## src/rtl/restador_serie.sv

```systemverilog
// ---------------------------------------------------------------------------
// restador_serie -- bit-serial unsigned subtractor (a - b), LSB first.
//
// Takes two WIDTH-bit unsigned operands on a start pulse and resolves one
// bit per clock through a single ripple-borrow flop. The (WIDTH+1)-bit
// two's-complement difference appears on diff together with a one-cycle
// done pulse. diff[WIDTH] is the final borrow, so it is 1 exactly when a < b.
//
// Ports:
//   clk    in   1        system clock, rising edge
//   rst    in   1        synchronous active-high reset, dominates all inputs
//   start  in   1        request; accepted only while busy=0
//   a      in   WIDTH    minuend, captured on the accepting edge
//   b      in   WIDTH    subtrahend, captured on the accepting edge
//   diff   out  WIDTH+1  a-b, updated only when a subtraction completes
//   busy   out  1        high while bits are being processed
//   done   out  1        one-cycle pulse marking a new diff
//   zero   out  1        (RESTADOR_ZERO_FLAG_EN only) 1 iff a == b, held
//                        alongside diff
//
// Optional feature macro: RESTADOR_ZERO_FLAG_EN
// ---------------------------------------------------------------------------
module restador_serie #(
    parameter int WIDTH = 4
) (
    input  logic             clk,
    input  logic             rst,
    input  logic             start,
    input  logic [WIDTH-1:0] a,
    input  logic [WIDTH-1:0] b,
    output logic [WIDTH:0]   diff,
    output logic             busy,
    output logic             done
`ifdef RESTADOR_ZERO_FLAG_EN
    ,
    output logic             zero
`endif
);

    localparam int CW = $clog2(WIDTH);
    localparam logic [CW-1:0] LAST = CW'(WIDTH - 1);

    typedef enum logic [1:0] {
        IDLE,
        RUN,
        DONE
    } state_t;

    state_t           state;
    logic [WIDTH-1:0] sa;       // minuend bits, later reused to hold result bits
    logic [WIDTH-1:0] sb;       // subtrahend bits
    logic [CW-1:0]    cnt;
    logic             borrow;

    logic             d_bit;
    logic             borrow_nxt;
    logic [WIDTH:0]   diff_nxt;

    // One full-subtractor cell working on the current LSBs.
    assign d_bit      = sa[0] ^ sb[0] ^ borrow;
    assign borrow_nxt = (~sa[0] & sb[0]) | (~(sa[0] ^ sb[0]) & borrow);

    // As sa shifts right, each result bit enters at its MSB, so after the
    // last shift the result bits sit in order. On the final edge the
    // freshest bit and borrow have not been registered yet, so they are
    // spliced in directly.
    assign diff_nxt = {borrow_nxt, d_bit, sa[WIDTH-1:1]};

    // NOTE: every register below is assigned with <= so all flops update
    // from the values present before the edge; blocking '=' here would let
    // later statements see already-updated state and break the shift chain.
    always_ff @(posedge clk) begin
        if (rst) begin
            state  <= IDLE;
            sa     <= '0;
            sb     <= '0;
            cnt    <= '0;
            borrow <= 1'b0;
            diff   <= '0;
            busy   <= 1'b0;
            done   <= 1'b0;
`ifdef RESTADOR_ZERO_FLAG_EN
            zero   <= 1'b0;
`endif
        end else begin
            done <= 1'b0;
            case (state)
                // DONE behaves like IDLE for acceptance; its done pulse was
                // raised on entry and drops on this edge either way.
                IDLE, DONE: begin
                    state <= IDLE;
                    busy  <= 1'b0;
                    if (start) begin
                        sa     <= a;
                        sb     <= b;
                        borrow <= 1'b0;
                        cnt    <= '0;
                        state  <= RUN;
                        busy   <= 1'b1;
                    end
                end

                RUN: begin
                    sa     <= {d_bit, sa[WIDTH-1:1]};
                    sb     <= {1'b0, sb[WIDTH-1:1]};
                    borrow <= borrow_nxt;
                    cnt    <= cnt + 1'b1;
                    if (cnt == LAST) begin
                        state <= DONE;
                        busy  <= 1'b0;
                        done  <= 1'b1;
                        diff  <= diff_nxt;
`ifdef RESTADOR_ZERO_FLAG_EN
                        // a == b exactly when the full-width difference is 0.
                        zero  <= (diff_nxt == '0);
`endif
                    end
                end

                default: begin
                    state <= IDLE;
                    busy  <= 1'b0;
                end
            endcase
        end
    end

endmodule

```

## config.mk

```make
export PLATFORM = sky130hd
export DESIGN_NAME = restador_serie
export DESIGN_NICKNAME = d
export VERILOG_FILES = /design/src/rtl/restador_serie.sv
export SDC_FILE = /design/constraint.sdc
export NUM_CORES = 1
export LEC_CHECK = 0
export ABC_AREA = 1
export BUFFER_PORTS_ARGS = -buffer_cell sky130_fd_sc_hd__buf_2
export CAP_MARGIN = 20
export CORE_ASPECT_RATIO = 0.8
export CORE_MARGIN = 2
export CORE_UTILIZATION = 35
export DETAILED_ROUTE_END_ITERATION = 12
export PLACE_DENSITY = 0.54
export SYNTH_ARGS = -nofsm -noshare
export SYNTH_HDL_FRONTEND = slang
export SYNTH_SLANG_ARGS = --single-unit
```

## constraint.sdc

```tcl
create_clock -name clk -period 1.6 [get_ports clk]
set_input_delay 0.16 -clock clk [delete_from_list [all_inputs] [get_ports clk]]
set_output_delay 0.16 -clock clk [all_outputs]
set_load 0.02 [all_outputs]
```

# ---- Yosys cells after proc, flatten, opt, wreduce, memory -nomap -nowiden
# Cells that the tools add are included.
dict set report totals {
  register_bits 20
  latchBits 0
  ram_bits 0
  romBits 0
  input_bits 11
  out_inout_bits 7
  wordCells 43
  mem_count 0
}
dict set report op_classes {
  n_addsub 1
  multipliers 0
  div 0
  n_lt_le_gt_ge 0
  n_eq_ne 5
  shifts 0
  muxes 15
  n_bitwise 8
  reduce_logical 6
}
# cell n
set op_table {}
lappend op_table {{4-bit one-hot mux with 2 select lines} 2}
lappend op_table {{4-bit 2-to-1 mux} 2}
lappend op_table {{2-bit one-hot mux with 2 select lines} 2}
lappend op_table {{1-bit 2-to-1 mux} 5}
lappend op_table {{2-bit equality test (second input constant)} 2}
lappend op_table {{2-bit 2-to-1 mux} 2}
lappend op_table {{2-bit inequality test (second input constant)} 2}
lappend op_table {{1-bit one-hot mux with 2 select lines} 2}
lappend op_table {{2-bit AND reduction} 2}
lappend op_table {{2-bit OR reduction} 2}
lappend op_table {{1-bit inverter} 3}
lappend op_table {{2-bit by 1-bit adder with 2-bit output (second input constant)} 1}
lappend op_table {{1-bit AND} 2}
lappend op_table {{2-bit by 1-bit equality test with 1-bit output (second input constant)} 1}
lappend op_table {{2-bit logical NOT} 1}
lappend op_table {{2-bit nonzero test} 1}
lappend op_table {{1-bit bitwise XOR} 2}
lappend op_table {{1-bit OR} 1}

# ---- Longest topological paths before layout
dict set report depth {
  depth_word 5
  mapped_depth 8
  depth_no_buf 8
}

# ---- Worst setup path after synthesis
# Ideal clock, no wire load.
dict set report synth_path {
  path_kind {register to register}
  from {reg sb[0]}
  to {reg sa[3]}
  setup_time_ps 118
  arrival_time_ps 1063
  t_required_ps 1482
  setup_slack_ps 419
  path_stages_with_launch 9
  path_buffers 0
  period_less_slack_ps 1181
  path_cell_list {dfxtp_1 inv_1 fa_1 inv_1 nand3_1 nand2_1 inv_1 nand2_1 nor2_1}
}
dict set report synth_between {
  elab_chain_cells 3
}
# item line
set synth_rtl {}
lappend synth_rtl {{start, declared} 51} ;# logic [WIDTH-1:0] sb;
lappend synth_rtl {{start signal, assigned} 105} ;# sb <= {1'b0, sb[WIDTH-1:1]};
lappend synth_rtl {{1-bit bitwise XOR (2 in a row)} 60} ;# assign d_bit = sa[0] ^ sb[0] ^ borrow;
lappend synth_rtl {{named net d_bit} 55} ;# logic d_bit;
lappend synth_rtl {{4-bit one-hot mux with 2 select lines} 87} ;# case (state)
lappend synth_rtl {{end signal, assigned} 104} ;# sa <= {d_bit, sa[WIDTH-1:1]};
lappend synth_rtl {{end, declared} 50} ;# logic [WIDTH-1:0] sa;
# The timed path passes the listed nets, and every way through them passes these cells.
# A chain may end at the register's enable or synchronous reset.

# ---- Worst setup path after layout
# Ends and elaborated chain as after synthesis.

==> out/metrics.yaml <==
run_status:
  status: "finished clean"
logic_synthesis:
  ys_ff_latch: 20
  synth_seq_area_share_pct: 42.8
  postSynthAreaPerCell_um2: 7.43
  syn_area_um2: 936
  synth_fp_nets: 139
  synthesis.instances: 126
  yosysWarnings: 0
  yosysUniqueCellTypes: 22
flow_run:
  max_capacitance_violation_count: 0
die:
  floorplan.die.height_um: 50.3
  core_area_um2: 2500
  floorplan.io_pins: 18
  horizontal_die_dimension_um: 61.8
  fp.dieArea_um2: 3110
  initial_core_util_pct: 37.4
  placement_rows: 16
worst_setup_path:
  worstPathArrival_ns: 1.53
  path_common_cell: "sky130_fd_sc_hd__inv_1"
  critical_path.reg2reg.startpoint: "sb[0]$_SDFFE_PP0P_"
  rr_endpoint: "sa[3]$_SDFFE_PP0P_"
  critical-path-top-delay-family: "adder cells"
  worst-endpoint-required_ns: 1.85
  criticalPathCategory: "register to register"
  worst-path-max-fanout: 2
  timing.critical_path.cells: "inv_1, fa_1, inv_1, nand3_1, nand2_1, inv_1, nand2_1, nor2_1"
  cp.buffers_inverters: 3
  r2r_slack_ns: 0.33
  max_stage_delay_ns: 0.50
  reg2reg_depth: 8
  critical_path.startpoint_type: "register"
  cp_slowest_cell: "sky130_fd_sc_hd__fa_1"
  critical_path.endpoint_type: "register"
sta:
  fin_worst_skew_ns: 0.00808
  hold_viol: 0
  maxClockFrequency_ghz: 0.784
  post-route-period-util_pct: 79.7
  relSlewSlack_pct: 76.3
  drv_slew: 0
  worst_pin_slew_ns: 0.354
  layout_min_cycle_time_ns: 1.27
  final-setup-viol-count: 0
  fin_setup_tns_ns: 0
  setup_repair_after_global_routing_missed_its_margin: "false"
drt:
  remaining_drc_errors: 0
  drt_first_pass_iters: 4
  wl_per_cell_um: 10.8
  drt-total-wl_mm: 1.93
  via_per_inst: 4.49
  detailroute.via_count: 804
  first_iter_violations: 39
  detail-route-antenna-nets: 0
cts:
  cts_resized: 0
  clock-sinks: 20
  worst_setup_hold_path_clk_slew_ns: 0.12
  numCtsBuffers: 3
  clk_root_buffer_cell: "sky130_fd_sc_hd__clkbuf_4"
  holdBufCountCts: 0
  postCtsSetupBuffers: 0
  ctsHtreeMaxLevel: 1
  ctsLongestPathBuffers: 2
  cts_tree: "done"
  clock_latency_ns: 0.30
layout:
  final_nets: 158
  finalNonFillerCells: 179
  drive_gt1_share_pct: 21.0
  antenna-diode-count: 0
  area_growth_syn_to_layout_pct: 13.0
pwr:
  total_leakage_power_uw: 0.000534
  power_per_cell_area_nw_per_um2: 907
  peakVddDrop_mv: 0.467
  fin_total_pwr_uw: 959
global_routing:
  grt_pass1_vias: 736
  overall_global_routing_usage_pct: 14.3
  pin_count_of_the_biggest_net_entering_global_routing: 21
  antenna_found_initial: 0
  overflow_left_after_global_routing: 0
  grt_first_pass_wirelength_mm: 3.34
place:
  placedCellCount: 176
  placer_congestion: 0.821
  numPortBuffers: 17
  dpl.hpwl_mm: 1.40
hold_path:
  hp-start: "b[2]"
  min_path_type: "primary input to register"
  cell_count_of_the_worst_hold_path: 3
  timing.hold.worst_endpoint: "sb[2]$_SDFFE_PP0P_"
flip-flops by register name (all words and copies together), names as in the netlist:
register,flops
borrow,1
busy,1
cnt,2
diff,5
done,1
sa,4
sb,4
state,2
Yosys cell counts (all sizes together):
cell    instances  area (um2)
nand2          24        95.1
inv            23        88.8
nand3          22         115
dfxtp          20         400
nor2            9        41.3
a21oi           7        38.8
nor3            7        35.0
buf             6        53.8
o21ai           4        20.0
fa              1        20.0
ha              1        12.5
nand3b          1        7.51
o21a            1        7.51
cell families (layout without fill, tap and decap cells):
| group | Yosys count | count (layout) | synth area share [%] |
|---|---|---|---|
| AO/OA/AOI/OAI | 12 | 12 | 7.09 |
| adder cells (fa/ha/maj) | 2 | 2 | 3.48 |
| buffers and inverters | 29 | 46 | 15.2 |
| flip-flops | 20 | 20 | 42.8 |
| AND/OR/NAND/NOR | 63 | 63 | 31.4 |
tightest hold or removal path, stage by stage:
cell,delay [ns]
sky130_fd_sc_hd__buf_2,0.07
sky130_fd_sc_hd__nor3_1,0.04
sky130_fd_sc_hd__nor2_1,0.08
layer usage:
layer / share of wire (%) / wire length, um / up-vias / GRT usage [%]
li1: - / - / 430 / -
met1: 53 / 1020 / 361 / 20.8
met2: 43 / 831 / 11 / 21.1
met3: 3.7 / 71 / 2 / 5.41
met4: 0.42 / 8 / 0 / 1.06
met5: 0 / 0 / - / 0
power breakdown:
group / leakage (uW) / internal (uW) / switching [uW] / total [uW]
combinational: 0.000356 / 65.6 / 103 / 169
clock: 0.0000138 / 87.8 / 157 / 244
sequential: 0.000164 / 528 / 17.6 / 546
through the flow:
step / cell area [um2] / utilization [%] / setup slack, ns / hold slack [ns]
6_report: 1060 / 42.3 / 0.325 / 0.0761
5_1_grt: 1060 / 42.3 / 0.198 / 0.0892
4_1_cts: 1060 / 42.3 / 0.315 / 0.0776
3_5_place_dp: 1030 / 41.3 / 0.344 / 0.397
3_3_place_gp: 1030 / 41.3 / 0.331 / 0.394
2_1_floorplan: 936 / - / 0.419 / 0.222
worst max path at each step:
stage / from / endpoint / cells after the start
after floorplan: sb[0]$_SDFFE_PP0P_ / sa[3]$_SDFFE_PP0P_ / 8
after global routing: sb[0]$_SDFFE_PP0P_ / sa[3]$_SDFFE_PP0P_ / 8
after CTS: sb[0]$_SDFFE_PP0P_ / sa[3]$_SDFFE_PP0P_ / 8
final: sb[0]$_SDFFE_PP0P_ / sa[3]$_SDFFE_PP0P_ / 8
after global placement: sb[0]$_SDFFE_PP0P_ / sa[3]$_SDFFE_PP0P_ / 8
after detailed placement: sb[0]$_SDFFE_PP0P_ / sa[3]$_SDFFE_PP0P_ / 8
area by class of cell:
| type | instances | area [um2] |
|---|---|---|
| tap | 36 | 45.0 |
| timing repair buffer | 20 | 108 |
| multi-input combinational | 77 | 393 |
| inverter | 23 | 88.8 |
| sequential | 20 | 400 |
| clock buffer | 3 | 22.5 |
| fill | 272 | 1450 |
cells in the final DEF, fill, tap and decap left out:
cell type	Yosys	routed
sky130_fd_sc_hd__o21ai_0	1	1
sky130_fd_sc_hd__nand3_1	21	21
sky130_fd_sc_hd__inv_4	1	1
sky130_fd_sc_hd__nor2_1	8	8
sky130_fd_sc_hd__nand2_2	2	2
sky130_fd_sc_hd__nand3b_1	1	1
sky130_fd_sc_hd__dfxtp_1	20	20
sky130_fd_sc_hd__nand3_2	1	1
sky130_fd_sc_hd__o21a_1	1	1
sky130_fd_sc_hd__buf_2	1	17
sky130_fd_sc_hd__a21oi_1	6	6
sky130_fd_sc_hd__o21ai_1	3	3
sky130_fd_sc_hd__ha_1	1	1
sky130_fd_sc_hd__clkbuf_4	0	3
sky130_fd_sc_hd__fa_1	1	1
sky130_fd_sc_hd__nor2_4	1	1
sky130_fd_sc_hd__a21oi_2	1	1
sky130_fd_sc_hd__nor3_1	7	7
sky130_fd_sc_hd__buf_4	2	3
sky130_fd_sc_hd__inv_2	1	1
sky130_fd_sc_hd__nand2_1	22	22
sky130_fd_sc_hd__inv_1	21	21
(Power assumes the default switching activity.)
